<file path="src/rtl/spiker_pkg.sv">
// Shared types and helpers for the spike feeder and its input FIFO.
// Latency: n/a (types and constant functions only).
// Backpressure: n/a.
package spiker_pkg;

    typedef enum logic [1:0] {
        IDLE = 2'd0,
        RUN  = 2'd1,
        DONE = 2'd2
    } feeder_state_t;

    // Pointer index width for a power-of-two FIFO depth; full/empty adds one MSB on top.
    function automatic int ptr_w(input int depth);
        return (depth <= 2) ? 1 : $clog2(depth);
    endfunction

endpackage

</file>
<file path="src/rtl/spike_fifo.sv">
// Generic synchronous FIFO with wrap-around pointers and an occupancy count.
// Latency: a push into an empty FIFO is visible at pop_dat the next cycle.
// Backpressure: pushes while full are dropped; pops while empty are ignored.
module spike_fifo
    import spiker_pkg::*;
#(
    parameter int W     = 4,
    parameter int DEPTH = 8,
    localparam int AW   = ptr_w(DEPTH)
) (
    input  logic          clk,
    input  logic          rst_n,
    input  logic          push,
    input  logic [W-1:0]  push_dat,
    input  logic          pop,
    output logic [W-1:0]  pop_dat,
    output logic [AW:0]   count
);

    logic [AW:0]  wr_ptr;
    logic [AW:0]  rd_ptr;
    logic [W-1:0] mem [DEPTH];
    logic         full;
    logic         empty;
    logic         do_push;
    logic         do_pop;

    // Same index with differing wrap bits means the writer is a full lap ahead.
    assign full    = (wr_ptr[AW] != rd_ptr[AW]) && (wr_ptr[AW-1:0] == rd_ptr[AW-1:0]);
    assign empty   = (wr_ptr == rd_ptr);
    assign do_push = push && !full;
    assign do_pop  = pop && !empty;
    assign count   = wr_ptr - rd_ptr;
    assign pop_dat = empty ? '0 : mem[rd_ptr[AW-1:0]];

    always_ff @(posedge clk or negedge rst_n) begin
        if (!rst_n) begin
            wr_ptr <= '0;
            rd_ptr <= '0;
        end else begin
            if (do_push) wr_ptr <= wr_ptr + (AW+1)'(1);
            if (do_pop)  rd_ptr <= rd_ptr + (AW+1)'(1);
        end
    end

    always_ff @(posedge clk) begin
        if (do_push) mem[wr_ptr[AW-1:0]] <= push_dat;
    end

endmodule

</file>
<file path="src/rtl/spike_feeder.sv">
// Feeds queued spike vectors to the network one frame at a time and tallies output spikes.
// Latency: push->net_sample_ready 1 cycle; start condition->net_start 1 cycle.
// Backpressure: wr_ready drops when the FIFO is full; samples on an empty FIFO flag underrun.
module spike_feeder
    import spiker_pkg::*;
#(
    parameter int N_IN      = 4,
    parameter int N_OUT     = 2,
    parameter int DEPTH     = 8,
    parameter int FRAME_LEN = 3,
    parameter int CNT_W     = 8
) (
    input  logic                   clk,
    input  logic                   rst_n,
    input  logic                   wr_valid,
    input  logic [N_IN-1:0]        wr_data,
    output logic                   wr_ready,
    input  logic                   net_ready,
    input  logic                   net_sample,
    input  logic [N_OUT-1:0]       net_out_spikes,
    output logic                   net_start,
    output logic                   net_sample_ready,
    output logic [N_IN-1:0]        net_in_spikes,
    output logic                   frame_done,
    output logic [N_OUT*CNT_W-1:0] spike_cnt,
    output logic                   underrun
);

    localparam int AW = ptr_w(DEPTH);
    localparam int SW = $clog2(FRAME_LEN + 1);
    localparam logic [AW:0]   FULL_CNT = (AW+1)'(DEPTH);
    localparam logic [SW-1:0] LAST_IDX = SW'(FRAME_LEN - 1);

    feeder_state_t    state;
    feeder_state_t    state_nxt;
    logic [AW:0]      fifo_cnt;
    logic             fifo_empty;
    logic             start_run;
    logic             take;
    logic             starve;
    logic             frame_end;
    logic [SW-1:0]    sample_cnt;
    logic [CNT_W-1:0] cnt [N_OUT];

    assign fifo_empty       = (fifo_cnt == '0);
    assign wr_ready         = (fifo_cnt != FULL_CNT);
    assign net_sample_ready = !fifo_empty;

    assign start_run = (state == IDLE) && net_ready && !fifo_empty;
    assign take      = (state == RUN) && net_sample && !fifo_empty;
    assign starve    = (state == RUN) && net_sample && fifo_empty;
    assign frame_end = take && (sample_cnt == LAST_IDX);

    spike_fifo #(
        .W     (N_IN),
        .DEPTH (DEPTH)
    ) u_fifo (
        .clk      (clk),
        .rst_n    (rst_n),
        .push     (wr_valid),
        .push_dat (wr_data),
        .pop      (take),
        .pop_dat  (net_in_spikes),
        .count    (fifo_cnt)
    );

    always_ff @(posedge clk or negedge rst_n) begin
        if (!rst_n) state <= IDLE;
        else        state <= state_nxt;
    end

    always_comb begin
        state_nxt = state;
        case (state)
            IDLE:    if (start_run) state_nxt = RUN;
            RUN:     if (frame_end) state_nxt = DONE;
            DONE:    state_nxt = IDLE;
            default: state_nxt = IDLE;
        endcase
    end

    always_comb begin
        net_start  = 1'b0;
        frame_done = 1'b0;
        case (state)
            RUN:     net_start  = 1'b1;
            DONE:    frame_done = 1'b1;
            default: ;
        endcase
    end

    // Counts stay frozen after a frame so the host can read them until the next start.
    always_ff @(posedge clk or negedge rst_n) begin
        if (!rst_n) begin
            sample_cnt <= '0;
            underrun   <= 1'b0;
            for (int i = 0; i < N_OUT; i++) cnt[i] <= '0;
        end else if (start_run) begin
            sample_cnt <= '0;
            underrun   <= 1'b0;
            for (int i = 0; i < N_OUT; i++) cnt[i] <= '0;
        end else begin
            if (starve) underrun <= 1'b1;
            if (take) begin
                sample_cnt <= sample_cnt + SW'(1);
                for (int i = 0; i < N_OUT; i++) begin
                    if (net_out_spikes[i] && (cnt[i] != '1)) cnt[i] <= cnt[i] + CNT_W'(1);
                end
            end
        end
    end

    always_comb begin
        spike_cnt = '0;
        for (int i = 0; i < N_OUT; i++) spike_cnt[i*CNT_W +: CNT_W] = cnt[i];
    end

endmodule

</file>
<file path="config.mk">
export PLATFORM = sky130hd
export DESIGN_NAME = spike_feeder
export DESIGN_NICKNAME = d
export VERILOG_FILES = /design/src/rtl/spiker_pkg.sv /design/src/rtl/spike_fifo.sv /design/src/rtl/spike_feeder.sv
export SDC_FILE = /design/constraint.sdc
export NUM_CORES = 1
export LEC_CHECK = 0
export CORE_MARGIN = 5
export CORE_UTILIZATION = 40
export CTS_BUF_LIST = sky130_fd_sc_hd__clkbuf_4
export CTS_CLUSTER_DIAMETER = 30
export DETAILED_ROUTE_END_ITERATION = 7
export PLACE_DENSITY = 0.61
export SLEW_MARGIN = 5
export SYNTH_ARGS = -nofsm -noshare
export SYNTH_HDL_FRONTEND = slang
export SYNTH_SLANG_ARGS = --single-unit
</file>
<file path="constraint.sdc">
create_clock -name clk -period 5.8 [get_ports clk]
set_clock_uncertainty 0.1 [all_clocks]
set_input_delay 1.16 -clock clk [delete_from_list [all_inputs] [get_ports clk]]
set_output_delay 1.16 -clock clk [all_outputs]
set_load 0.05 [all_outputs]
</file>
[Word level (Yosys, flattened, before mapping)]
Memories as Yosys holds them, arrays and structs flattened.
Cells that the tools add are included.
Word-level totals
  flip-flop bits (word level): 29
  bits in writable memories: 32
  input bits: 11
  output and inout port bits: 25
  word-level logic and storage cells: 64
  memories kept: 1
Memories
  u_fifo.mem: depth 8, bits a word 4, read ports 1, clocked after Yosys merged registers in 0, write ports 1, line spike_fifo.sv:22  | logic [W-1:0] mem [DEPTH];
Operators by class
  $add $sub $neg: 6
  equal/unequal tests: 11
  multiplexer cells: 16
  reductions and logical operators: 23
Operators by type and width (count)
  2-to-1 mux 16 bit: 2
  adder 8 x 1 -> 8 bit (second input constant): 2
  2-to-1 mux 8 bit: 2
  != test 8 bit (second input constant): 2
  logical AND 1 bit: 11
  adder 4 x 1 -> 4 bit (second input constant): 2
  2-to-1 mux 2 bit: 4
  nonzero test 2 bit: 4
  2-to-1 mux 1 bit: 6
  AND reduction 2 bit: 3
  == test 2 bit (second input constant): 2
  == test 4 bit: 1
  logical NOT 4 bit: 1
  2-to-1 mux 4 bit: 1
  != test 2 bit (second input constant): 2
  != test 4 bit (second input constant): 1
  one-hot mux 2 bit (2 select lines): 1
  subtractor 4 bit: 1
  == test 3 bit: 1
  logical NOT 1 bit: 3
  adder 2 x 1 -> 2 bit (second input constant): 1
  == test 2 x 1 -> 1 bit (second input constant): 1
  logical NOT 2 bit: 1
  != test 1 bit: 1

[Logic depth before layout (Yosys ltp)]
  depth after elaboration: 7
  depth in mapped cells: 10
  gate-level depth less buffers: 7

[Cells and area by module]
Synthesis repeated with hierarchy kept, for this count alone.
Second synthesis, totals
  cell total of the unflattened synthesis: 248
  area total of the unflattened synthesis: 3020.4 um^2
By module, submodules not included
  spike_fifo: instances 1, cells each 126, area an instance 1808.0 um^2, seq. area each 1161.1 um^2
  spike_feeder: instances 1, cells each 122, area an instance 1212.4 um^2, seq. area each 525.5 um^2

[Least setup slack after synthesis]
No wires, ideal clock.
  path kind: register to output
  start: register u_fifo.rd_ptr[1]
  end: output port wr_ready
  arrival: 2454 ps
  required time: 4540 ps
  path slack: 2086 ps
  cell stages (with the launch flop): 8
  buffers on the path: 1
  cell sequence: dfrtp_1 clkbuf_1 inv_1 ha_1 nor2b_1 or2_2 and3b_1 o21bai_1
Between the ends
  cells in the longest elaborated chain, start to end: 2
RTL lines
  start, declared: line spike_fifo.sv:21  | logic [AW:0] rd_ptr;
  start signal, assigned: line spike_fifo.sv:42  | if (do_pop) rd_ptr <= rd_ptr + (AW+1)'(1);
  subtractor 4 bit: line spike_fifo.sv:33  | assign count = wr_ptr - rd_ptr;
  != test 4 bit: line spike_feeder.sv:46  | assign wr_ready = (fifo_cnt != FULL_CNT);
  end, declared: line spike_feeder.sv:17  | output logic wr_ready,
No other way between the ends.

[Worst setup path in the final report]
  start: register u_fifo.rd_ptr[1]
  end: output port net_sample_ready
Between the ends
  cells in the longest elaborated chain, start to end: 3
RTL lines
  subtractor 4 bit: line spike_fifo.sv:33
  logical NOT 4 bit: line spike_feeder.sv:45  | assign fifo_empty = (fifo_cnt == '0);
  logical NOT 1 bit: line spike_feeder.sv:47  | assign net_sample_ready = !fifo_empty;
  end, declared: line spike_feeder.sv:22  | output logic net_sample_ready,
No other way between the ends.

==> impl_metrics.tcl <==
set metrics [dict create \
    run_status "completed" \
    drv_cap 0 \
    initialDrtViolationCount 87 \
    worst-r2r-cell-count 7 \
    ctsHoldBuffers 0 \
    hold_viol 0 \
    reg2reg_to "spike_cnt[7]$_DFFE_PN0P_" \
    setup_viol 0 \
    post-cts-setup-buffer-count 0 \
    syn2layout_area_growth_pct 20.1 \
    final_cell_area_sq_um 3600 \
    numCtsBuffers 9 \
    layout_min_cycle_time_ps 4410 \
    grt_max_degree 30 \
    ys_async_sr_fraction 0.475 \
    worstSkewPairLatency_ps 400 \
    placed_cell_area_sq_um 3410 \
    fin_tns_setup_ps 0 \
    initial_utilization 0.413 \
    detail_route.wirelength_microns 5970 \
    cts_tree "done" \
    port_buffers 35 \
    critical_path.slowest_cell "sky130_fd_sc_hd__clkdlybuf4s50_1" \
    final_cell_utilization_of_the_core 0.496 \
    timing_worst_setup_path_type "reg -> out" \
    synth_sequential_area_ratio 0.563 \
    fin_crit_sh 0.761 \
    fp.dieArea_sq_um 9320 \
    synth-seq-cells 61 \
    post_synthesis_area_per_instance_sq_um 12.8 \
    drive_gt1_frac 0.151 \
    post-synth-top-count-cell "sky130_fd_sc_hd__edfxtp_1" \
    critPathMaxStageDelay_ps 720 \
    worst_ir_drop_vdd_uv 184 \
    cell_internal_pwr_mw 1.13 \
    crit_path_cell_trace "inv_1 > ha_1 > nor2b_1 > or4b_1 > a21o_1 > clkdlybuf4s50_1" \
    core-area_sq_um 7250 \
    hp-start "sample_cnt[1]$_DFFE_PN0P_" \
    yosys_top_cell_by_area "sky130_fd_sc_hd__edfxtp_1" \
    postSynthCellCount 234 \
    cts.clk_slew.worst_paths_ps 110 \
    grt_setup_unrepaired "no" \
    synth_edf_count 32 \
    worstPathBufferInverterCount 2 \
    synth_top_cells_by_area "sky130_fd_sc_hd__edfxtp_1 32%, sky130_fd_sc_hd__dfrtp_1 24%, sky130_fd_sc_hd__mux4_2 6.0%" \
    post_drt_via_cell_ratio 5.22 \
    grt_first_pass_wirelength_microns 9630 \
    clock_power_share 0.197 \
    first_global_vias 1869 \
    clock_sinks 61 \
    syn-num-nets 253 \
    crit_fanout 12 \
    power.switching_fraction 0.423 \
    worst_pin_slew_ps 705 \
    detailed_place_hpwl_microns 4260 \
    cts.root.buffer_cell "sky130_fd_sc_hd__clkbuf_4" \
    power_density_nw_per_um2 545 \
    relSlewSlack 0.530 \
    synthesis.area_sq_um 3000 \
    std_cell_rows 31 \
    htree_levels 3 \
    gpl.final_weighted_congestion 0.755 \
    p_leak_nw 1.34 \
    postCtsResizedCells 0 \
    synth_top_area_frac 0.321 \
    fillerInstances 658 \
    ys.flop_type "sky130_fd_sc_hd__edfxtp_1" \
    netlist-cell-type-count 47 \
    timing.hold.worst_endpoint "sample_cnt[1]$_DFFE_PN0P_" \
    fmaxAchievable_mhz 227 \
    timing.critical_path.max_delay_family "buffers and inverters" \
    nets 292 \
    postRouteAntennaNets 0 \
    wl_per_cell_microns 15.8 \
    drc 0 \
    grt-ovfl-total 0 \
    grt_antenna_before_repair 0 \
    timing.rr.start "u_fifo.rd_ptr[1]$_DFFE_PN0P_" \
    timing.critical_path.from_type "register" \
    power.switching_mw 0.829 \
    synthesis_warning_total 0 \
    dieHeight_microns 96.5 \
    end_kind "primary output" \
    die_w_microns 96.5 \
    hold_depth 1 \
    clockBufferDepth 2 \
    whs_ps 401 \
    antenna_cells_inserted 0 \
    finalMaxSlewViolations 0 \
    synth_top_cells_by_count "32 x sky130_fd_sc_hd__edfxtp_1, 29 x sky130_fd_sc_hd__dfrtp_1, 21 x sky130_fd_sc_hd__nand2_1" \
    pwr-share-comb 0.470 \
    seqPwrFrac 0.333 \
    worstPathArrival_ps 3150 \
    required_ps 4540 \
    route.vias.total 1967 \
    top_level_ports 36 \
    dr.pass1.iters 4 \
    hold_class "reg -> reg" \
    design_power_total_mw 1.96 \
    ff2ff_setup_slack_ps 2890 \
    track_usage 0.140 \
]
[layout by cell type (no fill, tap or decap), types with 4 or more instances in the layout]
cell type and n:
sky130_fd_sc_hd__clkbuf_4 9, sky130_fd_sc_hd__inv_1 13, sky130_fd_sc_hd__clkdlybuf4s50_1 35, sky130_fd_sc_hd__o211ai_1 6
sky130_fd_sc_hd__a21oi_1 6, sky130_fd_sc_hd__nor2_1 12, sky130_fd_sc_hd__or3_1 4, sky130_fd_sc_hd__dfrtp_1 29
sky130_fd_sc_hd__o31ai_1 7, sky130_fd_sc_hd__a21oi_2 5, sky130_fd_sc_hd__nand3_1 12, sky130_fd_sc_hd__ha_1 8
sky130_fd_sc_hd__edfxtp_1 32, sky130_fd_sc_hd__xnor2_1 6, sky130_fd_sc_hd__mux4_2 8, sky130_fd_sc_hd__nand4_1 6
sky130_fd_sc_hd__nand2_1 21
[how the worst max path moves through the flow]
stage,endpoint,startpoint,slack (ps),cells past startpoint
global route,net_sample_ready,u_fifo.rd_ptr[1]$_DFFE_PN0P_,1180,6
global placement,net_sample_ready,u_fifo.rd_ptr[1]$_DFFE_PN0P_,1860,6
finish,net_sample_ready,u_fifo.rd_ptr[1]$_DFFE_PN0P_,1390,6
floorplan,wr_ready,u_fifo.rd_ptr[1]$_DFFE_PN0P_,2090,7
CTS,net_sample_ready,u_fifo.rd_ptr[1]$_DFFE_PN0P_,1330,6
detailed placement,net_sample_ready,u_fifo.rd_ptr[1]$_DFFE_PN0P_,1790,6
[cell type report]
| class | count | area, sq um | share of cell area |
|---|---|---|---|
| clock buffers | 9 | 67.6 | 0.0188 |
| repair buffers | 36 | 358 | 0.0994 |
| inverters | 13 | 48.8 | 0.0136 |
| multi-input cells | 152 | 1190 | 0.331 |
| well taps | 99 | 124 | 0.0344 |
| clock inverters | 7 | 124 | 0.0344 |
| flip-flops and latches | 61 | 1690 | 0.469 |
[sequential cells by signal (all words and copies together), names as in the netlist]
register / cells
sample_cnt: 2
u_fifo.rd_ptr: 4
u_fifo.wr_ptr: 4
u_fifo.mem: 32
spike_cnt: 16
underrun: 1
state: 2
[per-stage QoR]
step                setup slack [ps]  instances
floorplan                       2090        234
global placement                1860        361
detailed placement              1790        361
CTS                             1330        377
global route                    1180        377
finish                          1390        377
[metal layers]
metal | vias up | GRT usage | share of wire
li1 | 969 | - | -
met1 | 956 | 0.191 | 0.48
met2 | 33 | 0.211 | 0.47
met3 | 9 | 0.0263 | 0.031
met4 | 0 | 0.0736 | 0.018
met5 | - | 0 | 0
[cell families after synthesis]
kind of cell,Yosys count,synth area share
compound gates,45,0.114
xor+xnor,9,0.0313
fa+ha+maj,8,0.0334
buf+inv,21,0.0397
flops,61,0.563
mux,11,0.0710
simple gates,79,0.147
[power by group through the flow]
stage	sequential, mW	combinational, mW	clock [mW]
4_1_cts	0.655	0.929	0.395
2_1_floorplan	0.668	0.690	0
5_1_grt	0.671	1.01	0.412
6_report	0.653	0.921	0.385
3_3_place_gp	0.660	0.912	0
3_5_place_dp	0.665	0.926	0
Note: power is estimated with default switching activity, not from simulation.
